--- config.mk ---
export PLATFORM = sky130hd
export DESIGN_NAME = exibe_sequencia_flat
export DESIGN_NICKNAME = d
export VERILOG_FILES = /design/src/rtl/exibe_sequencia_if.sv /design/src/rtl/exibe_sequencia.sv /design/src/flat_wrapper.sv
export SDC_FILE = /design/constraint.sdc
export NUM_CORES = 1
export LEC_CHECK = 0
export ABC_CLOCK_PERIOD_IN_PS = 2620
export CAP_MARGIN = 20
export CORE_UTILIZATION = 55
export DETAILED_ROUTE_END_ITERATION = 8
export DONT_BUFFER_PORTS = 1
export PLACE_DENSITY = 0.7
export SLEW_MARGIN = 20
export SYNTH_ARGS = -nofsm -noshare
export SYNTH_HDL_FRONTEND = slang
export SYNTH_SLANG_ARGS = --single-unit
export TNS_END_PERCENT = 100
--- constraint.sdc ---
create_clock -name clock -period 2.62 [get_ports clock]
set_input_delay 0.655 -clock clock [delete_from_list [all_inputs] [get_ports clock]]
set_output_delay 0.655 -clock clock [all_outputs]
set_load 0.005 [all_outputs]
--- src/rtl/exibe_sequencia_if.sv ---
// rtl/exibe_sequencia_if.sv - game-FSM handshake and ROM address path of the sequence display
interface exibe_sequencia_if #(
    parameter int ADDR_W = 4,
    parameter int DATA_W = 4
);
    logic              iniciar;
    logic [ADDR_W-1:0] limite;
    logic              ocupado;
    logic              pronto;
    logic [ADDR_W-1:0] rom_addr;
    logic [DATA_W-1:0] rom_data;

    modport master (
        output iniciar, limite, rom_data,
        input  ocupado, pronto, rom_addr
    );

    modport slave (
        input  iniciar, limite, rom_data,
        output ocupado, pronto, rom_addr
    );
endinterface

--- src/rtl/exibe_sequencia.sv ---
// rtl/exibe_sequencia.sv - shows ROM entries 0..limite on the LEDs (TON on, TOFF off each)
// Optional EXIBE_PAUSA_EN adds a 'pausa' input that freezes the display while lit or blanked.
module exibe_sequencia #(
    parameter int TON    = 500,
    parameter int TOFF   = 250,
    parameter int ADDR_W = 4,
    parameter int DATA_W = 4
) (
    input  logic              clock,
    input  logic              reset,
`ifdef EXIBE_PAUSA_EN
    input  logic              pausa,
`endif
    exibe_sequencia_if.slave  bus,
    output logic [DATA_W-1:0] leds,
    output logic [3:0]        db_estado
);

    localparam int TMAX = (TON > TOFF) ? TON : TOFF;
    localparam int TW   = $clog2(TMAX + 1);
    localparam logic [TW-1:0] TON_LAST  = TW'(TON - 1);
    localparam logic [TW-1:0] TOFF_LAST = TW'(TOFF - 1);

    typedef enum logic [3:0] {
        OCIOSO   = 4'h0,
        ENDERECA = 4'h1,
        CARREGA  = 4'h2,
        ACENDE   = 4'h3,
        APAGA    = 4'h4,
        FIM      = 4'hF
    } estado_t;

    estado_t           estado, estado_n;
    logic [ADDR_W-1:0] rom_addr_q, rom_addr_n;
    logic [ADDR_W-1:0] limite_q, limite_n;
    logic [DATA_W-1:0] leds_n;
    logic [TW-1:0]     timer, timer_n;
    logic              congela;

`ifdef EXIBE_PAUSA_EN
    assign congela = pausa;
`else
    assign congela = 1'b0;
`endif

    always_ff @(posedge clock or negedge reset) begin
        if (!reset) begin
            estado     <= OCIOSO;
            rom_addr_q <= '0;
            limite_q   <= '0;
            leds       <= '0;
            timer      <= '0;
        end else begin
            estado     <= estado_n;
            rom_addr_q <= rom_addr_n;
            limite_q   <= limite_n;
            leds       <= leds_n;
            timer      <= timer_n;
        end
    end

    always_comb begin
        estado_n   = estado;
        rom_addr_n = rom_addr_q;
        limite_n   = limite_q;
        leds_n     = leds;
        timer_n    = timer;
        case (estado)
            OCIOSO: begin
                if (bus.iniciar) begin
                    limite_n   = bus.limite;
                    rom_addr_n = '0;
                    estado_n   = ENDERECA;
                end
            end
            ENDERECA: estado_n = CARREGA;
            CARREGA: begin
                // sync ROM output is valid now for the address set in ENDERECA
                leds_n   = bus.rom_data;
                timer_n  = '0;
                estado_n = ACENDE;
            end
            ACENDE: begin
                if (!congela) begin
                    if (timer == TON_LAST) begin
                        leds_n   = '0;
                        timer_n  = '0;
                        estado_n = APAGA;
                    end else begin
                        timer_n = timer + 1'b1;
                    end
                end
            end
            APAGA: begin
                if (!congela) begin
                    if (timer == TOFF_LAST) begin
                        timer_n = '0;
                        if (rom_addr_q == limite_q) begin
                            estado_n = FIM;
                        end else begin
                            rom_addr_n = rom_addr_q + 1'b1;
                            estado_n   = ENDERECA;
                        end
                    end else begin
                        timer_n = timer + 1'b1;
                    end
                end
            end
            FIM: begin
                rom_addr_n = '0;
                estado_n   = OCIOSO;
            end
            default: estado_n = OCIOSO;
        endcase
    end

    assign bus.rom_addr = rom_addr_q;
    assign bus.ocupado  = (estado != OCIOSO);
    assign bus.pronto   = (estado == FIM);
    assign db_estado    = estado;

endmodule
--- src/flat_wrapper.sv ---
// flat-port wrapper written by rule: the top's interface ports become plain ports
module exibe_sequencia_flat 
#(
    parameter int TON    = 500,
    parameter int TOFF   = 250,
    parameter int ADDR_W = 4,
    parameter int DATA_W = 4
)
  (clock, reset, leds, db_estado, bus_iniciar, bus_limite, bus_rom_data, bus_ocupado, bus_pronto, bus_rom_addr);
  exibe_sequencia_if #(.ADDR_W(ADDR_W), .DATA_W(DATA_W)) bus_i ();
  input  logic clock;
  input  logic reset;
  output logic [DATA_W-1:0] leds;
  output logic [3:0] db_estado;
  input wire logic [$bits(bus_i.iniciar)-1:0] bus_iniciar;
  input wire logic [$bits(bus_i.limite)-1:0] bus_limite;
  input wire logic [$bits(bus_i.rom_data)-1:0] bus_rom_data;
  output wire logic [$bits(bus_i.ocupado)-1:0] bus_ocupado;
  output wire logic [$bits(bus_i.pronto)-1:0] bus_pronto;
  output wire logic [$bits(bus_i.rom_addr)-1:0] bus_rom_addr;
  assign bus_i.iniciar = bus_iniciar;
  assign bus_i.limite = bus_limite;
  assign bus_i.rom_data = bus_rom_data;
  assign bus_ocupado = bus_i.ocupado;
  assign bus_pronto = bus_i.pronto;
  assign bus_rom_addr = bus_i.rom_addr;
  exibe_sequencia #(.TON(TON), .TOFF(TOFF), .ADDR_W(ADDR_W), .DATA_W(DATA_W)) u_core (.clock(clock), .reset(reset), .bus(bus_i), .leds(leds), .db_estado(db_estado));
endmodule
# --- Word level (Yosys, flattened, before mapping) ---
# Index checks and enable logic that the tools add are counted.
totals:
  out_inout_bits: 14
  word_cells: 42
  inputBits: 11
  ff_bits: 25
classes:
  eq_ne: 12
  add_sub_neg: 2
  muxes: 14
  n_reduce_logical: 9
op_table:
  columns: ["cell", "n"]
  rows:
  - ["2-to-1 mux 4 bit", 8]
  - ["one-hot mux 9 bit (3 select lines)", 1]
  - ["one-hot mux 4 bit (5 select lines)", 1]
  - ["2-to-1 mux 9 bit", 2]
  - ["one-hot mux 4 bit (3 select lines)", 1]
  - ["adder 9 x 1 -> 9 bit (second input constant)", 1]
  - ["== test 9 x 8 -> 1 bit (second input constant)", 1]
  - ["== test 9 bit (second input constant)", 1]
  - ["== test 4 x 2 -> 1 bit (second input constant)", 2]
  - ["one-hot mux 4 bit (2 select lines)", 1]
  - ["nonzero test 3 bit", 2]
  - ["adder 4 x 1 -> 4 bit (second input constant)", 1]
  - ["== test 4 x 1 -> 1 bit (second input constant)", 1]
  - ["== test 4 x 3 -> 1 bit (second input constant)", 1]
  - ["== test 4 bit", 1]
  - ["== test 4 bit (second input constant)", 1]
  - ["zero test 4 bit", 1]
  - ["inequality test 2 x 1 -> 1 bit (second input constant)", 2]
  - ["inequality test 2 bit (second input constant)", 2]
  - ["AND reduction 2 bit", 2]
  - ["AND reduction 4 bit", 1]
  - ["nonzero test 4 bit", 1]
  - ["AND reduction 3 bit", 1]
  - ["nonzero test 2 bit", 1]

# --- Depth between registers and ports, before layout ---
depth:
  word_depth: 4
  depth_mapped: 8
  depth_no_buf: 7

# --- Least setup slack after synthesis ---
# Ideal clock, no wire load.
synth_timing:
  path_kind: "flip-flop to flip-flop"
  start: "reg u_core.rom_addr_q[0] (netlist: u_core.bus.rom_addr[0])"
  end: "reg u_core.estado[1] (netlist: u_core.db_estado[1])"
  t_arrival_ps: 1583
  path_buffers: 0
  path_stages_with_launch: 6
  synth_period_minus_slack_ps: 1687
  setup_slack_ps: 933
  setup_ps: 104
  t_required_ps: 2516
  path_cell_list: "dfrtp_1 xor2_1 nor4_4 nand2_1 mux2_4 o41ai_4"
synth_between:
  elab_chain_cells: 4
synth_rtl:
  columns: ["element", "line", "rtl"]
  rows:
  - ["from (decl)", "exibe_sequencia.sv:34", "logic [ADDR_W-1:0] rom_addr_q, rom_addr_n;"]
  - ["from (signal assigned)", "exibe_sequencia.sv:55", "rom_addr_q <= rom_addr_n;"]
  - ["== test 4 bit", "exibe_sequencia.sv:98", "if (rom_addr_q == limite_q) begin"]
  - ["2-to-1 mux 4 bit", "exibe_sequencia.sv:98", null]
  - ["2-to-1 mux 4 bit", "exibe_sequencia.sv:96", "if (timer == TOFF_LAST) begin"]
  - ["one-hot mux 4 bit (5 select lines)", "exibe_sequencia.sv:68", "case (estado)"]
  - ["to (signal assigned)", "exibe_sequencia.sv:54", "estado <= estado_n;"]
  - ["to (decl)", "exibe_sequencia.sv:33", "estado_t estado, estado_n;"]
# Every way passes these cells. The select of a mux whose other input is x is not followed.
# A chain may end at the register's enable or synchronous reset.

# --- Worst setup path in the final report ---
layout_timing:
  start: "reg u_core.estado[3] (netlist: u_core.db_estado[3])"
  end: "out bus_ocupado"
layout_between:
  elab_chain_cells: 1
layout_rtl:
  columns: ["element", "line", "rtl"]
  rows:
  - ["nonzero test 4 bit", "exibe_sequencia.sv:118", "assign bus.ocupado = (estado != OCIOSO);"]
  - ["to (decl)", "flat_wrapper.sv:18", "output wire logic [$bits(bus_i.ocupado)-1:0] bus_ocupado;"]
# Every way passes these cells.

==> summary.txt <==
H-Tree Depth: 1
DRT antenna net count: 0
Predominant post-synthesis flop cell: sky130_fd_sc_hd__dfrtp_1
Final RePlAce weighted congestion: 0.781
Core ar.: 2480 um2
Post-synthesis simple-gate area fraction: 21.9%
First-pass iteration count of the detailed router: 4
Initial core utilization: 57.9%
Die Wd: 53.1 um
Clock skew after layout: 0.00723 ns
Antenna diode count: 0
Setup slack after placement: 0.692 ns
Final Routed Wirelength: 2580 um
Average detailed-routed wire length per instance: 15.6 um
Register bit total from synthesis: 25
Port Buffer Count: 0
DR iter-0 viols: 20
Number of pins exceeding their max-slew limit in the final report: 0
Post-synth top area share: 43.6%
Crit Path Class: reg -> out
RSZ-0062 raised after global routing: false
Clock buffers created by TritonCTS: 3
Max-Slew Margin vs Limit: 63.9%
Startpoint type of the worst setup path: flip-flop
Crit path max fanout: 11
Power density over the cells: 1190 nW/um2
Root buffer cell: sky130_fd_sc_hd__clkbuf_4
Number of global-route vias before repair: 956
CTS tree: done
Half-perimeter wire length of the detailed placement result: 1890 um
Clock transition time at the flip-flop clock pins of the worst setup and hold paths: 0.13 ns
Number of rows in the core area: 18
Total track usage: 19.7%
Share of the yosys chip area belonging to registers: 43.6%
Count leader, synth: sky130_fd_sc_hd__dfrtp_1
Setup-failing EPs final: 0
Number of antenna violations at the first check in global routing: 0
Syn avg cell area: 10.7 um2
Global-route wire length before repair: 4020 um
Max clock buf depth: 2
Net count, final: 150
Number of enable-type register cells in the synthesized netlist: 0
Die Area: 2820 um2
Flop-to-flop setup slack: 0.62 ns
Post-synthesis instance total: 134
Library cells used by synthesis: 43
Worst skew pair latency: 0.32 ns
Xor/xnor share of the synthesized area: 3.66%
Relative area change from synthesis to final layout: 2.35%
Footprint of the flip-flops and latches: 626 um2
Cell types with the largest area share after synthesis: sky130_fd_sc_hd__dfrtp_1 44%, sky130_fd_sc_hd__a22o_1 4.3%, sky130_fd_sc_hd__mux2_2 3.9%
Leakage power total: 0.642 nW
Result of the run: finished clean
Pin count of the biggest net entering global routing: 26
Netlist Area Pre-Place: 1440 um2
Setup tns final: 0 ns
Type of the most critical hold path: in -> async
Post-synth net total: 148
Filler instances: 209
Count of pins on the block boundary: 25
Endpoints failing hold: 0
Async set-or-reset flop fraction in the synthesized netlist: 100%
Setup ws final: 0.383 ns
Share of the core filled with cells in the final layout: 59.3%
Worst slew pin tran: 0.542 ns
List of most frequent post-synthesis cells: 25 x sky130_fd_sc_hd__dfrtp_1, 9 x sky130_fd_sc_hd__nand2_1, 9 x sky130_fd_sc_hd__nor2_1
Maxcap violations: 0
Count of yosys warnings during synthesis: 0
Post-route DRC: 0
Die Height: 53.1 um
Data arrival time of the critical path: 1.58 ns
GRT Residual Overflow: 0
Detail-routed via count per cell: 6.38
Maximum achievable frequency: 447 MHz
Required time of the worst setup path: 1.97 ns
Via total after detailed routing: 1053
Worst-case vdd ir drop: 627 uV
Share of synthesized cell area in full adder, half adder and majority cells: 2.62%
Final Critical Period: 2.24 ns
Cell type with the highest aggregate area in the netlist: sky130_fd_sc_hd__dfrtp_1
Post-Layout Cell Count: 165
Buffers inserted during post-CTS setup optimization: 0
Area of the multi-input gates: 741 um2
Compound-gate portion of the synthesized area: 17.8%
Clk sinks: 25
Dominant combinational cell family by area after synthesis: simple AND/OR/NAND/NOR gates
Multiplexer area fraction after synthesis: 5.67%
Kind of capture point of the worst setup path: primary output
Cell total after placement: 160
Hold WS: 0.126 ns
Fraction of layout instances using a drive strength above 1: 13.3%
Fin crit share: 85.4%
## per-stage QoR
step | instance area (um2) | total power (W)
final | 1470 | 0.00174
after global routing | 1470 | 0.00190
after CTS | 1450 | 0.00175
after detailed placement | 1420 | 0.00157
after global placement | 1420 | 0.00154
after floorplan | 1440 | 0.00149
## registers in the layout, summed over array words and instances (netlist names)
name / flops
u_core.bus.rom_addr: 4
u_core.db_estado: 4
u_core.leds: 4
u_core.limite_q: 4
u_core.timer: 9
## power breakdown
part           internal, W  switching (W)  total, W  leakage [nW]
clock            0.0000596       0.000110  0.000170        0.0150
combinational     0.000371       0.000450  0.000821         0.310
sequential        0.000537       0.000216  0.000754         0.317
## logic make-up (layout without fill, tap and decap cells)
group / count (synthesis) / in the layout
buf+inv: 8 / 9
flops: 25 / 25
xor+xnor: 6 / 6
mux: 7 / 7
simple gates: 51 / 51
fa+ha+maj: 3 / 3
compound gates: 34 / 34
## final timing paths
check | end | from | cells after the start
min in group clock | u_core.leds[0]$_DFFE_PN0P_ | bus_rom_data[0] | 1
max reg2reg | u_core.db_estado[3]$_DFFE_PN0P_ | u_core.db_estado[1]$_DFFE_PN0P_ | 5
max | bus_ocupado | u_core.db_estado[3]$_DFFE_PN0P_ | 2
max in group asynchronous | u_core.timer[6]$_DFFE_PN0P_ | reset | 1
min reg2reg | u_core.timer[7]$_DFFE_PN0P_ | u_core.timer[7]$_DFFE_PN0P_ | 1
min | u_core.leds[0]$_DFFE_PN0P_ | reset | 1
## what timing repair did
| item | CTS | global route |
|---|---|---|
| resized for setup | 0 | 0 |
| hold buffers | 0 | 1 |
| hold endpoints to repair | 0 | 25 |
## area by class of cell
type	instances	share of cell area, %
inverters	3	0.767
well taps	30	2.56
multi-input cells	101	50.4
repair buffers	2	1.87
flip-flops and latches	25	42.6
clock buffers	4	1.79
## worst max-delay path, stage by stage (launching register included)
cell	delay, ns
sky130_fd_sc_hd__dfrtp_1	0.56
sky130_fd_sc_hd__nor3_1	0.52
sky130_fd_sc_hd__nand2b_1	0.19
## layer usage
layer	track usage [%]	up-vias	share of wire [%]
met5	0	-	0
met4	6.58	0	1.1
met3	2.59	5	4.8
met2	34.4	27	48
met1	24.6	518	46
li1	-	503	-
## layout by cell type (no fill, tap or decap), types with 2 or more instances in the layout
master and n:
sky130_fd_sc_hd__nor4_1 2, sky130_fd_sc_hd__inv_1 3, sky130_fd_sc_hd__ha_1 3, sky130_fd_sc_hd__nand3_1 6
sky130_fd_sc_hd__a31oi_1 5, sky130_fd_sc_hd__a22o_1 7, sky130_fd_sc_hd__a21oi_1 7, sky130_fd_sc_hd__xor2_1 5
sky130_fd_sc_hd__nand2_1 9, sky130_fd_sc_hd__o21ai_0 3, sky130_fd_sc_hd__nand3b_1 3, sky130_fd_sc_hd__mux2_2 5
sky130_fd_sc_hd__dfrtp_1 25, sky130_fd_sc_hd__clkbuf_4 3, sky130_fd_sc_hd__o211ai_1 3, sky130_fd_sc_hd__nor3_1 3
sky130_fd_sc_hd__nand2b_1 5, sky130_fd_sc_hd__and3_1 4, sky130_fd_sc_hd__nor2_1 9
(Power assumes the default switching activity.)
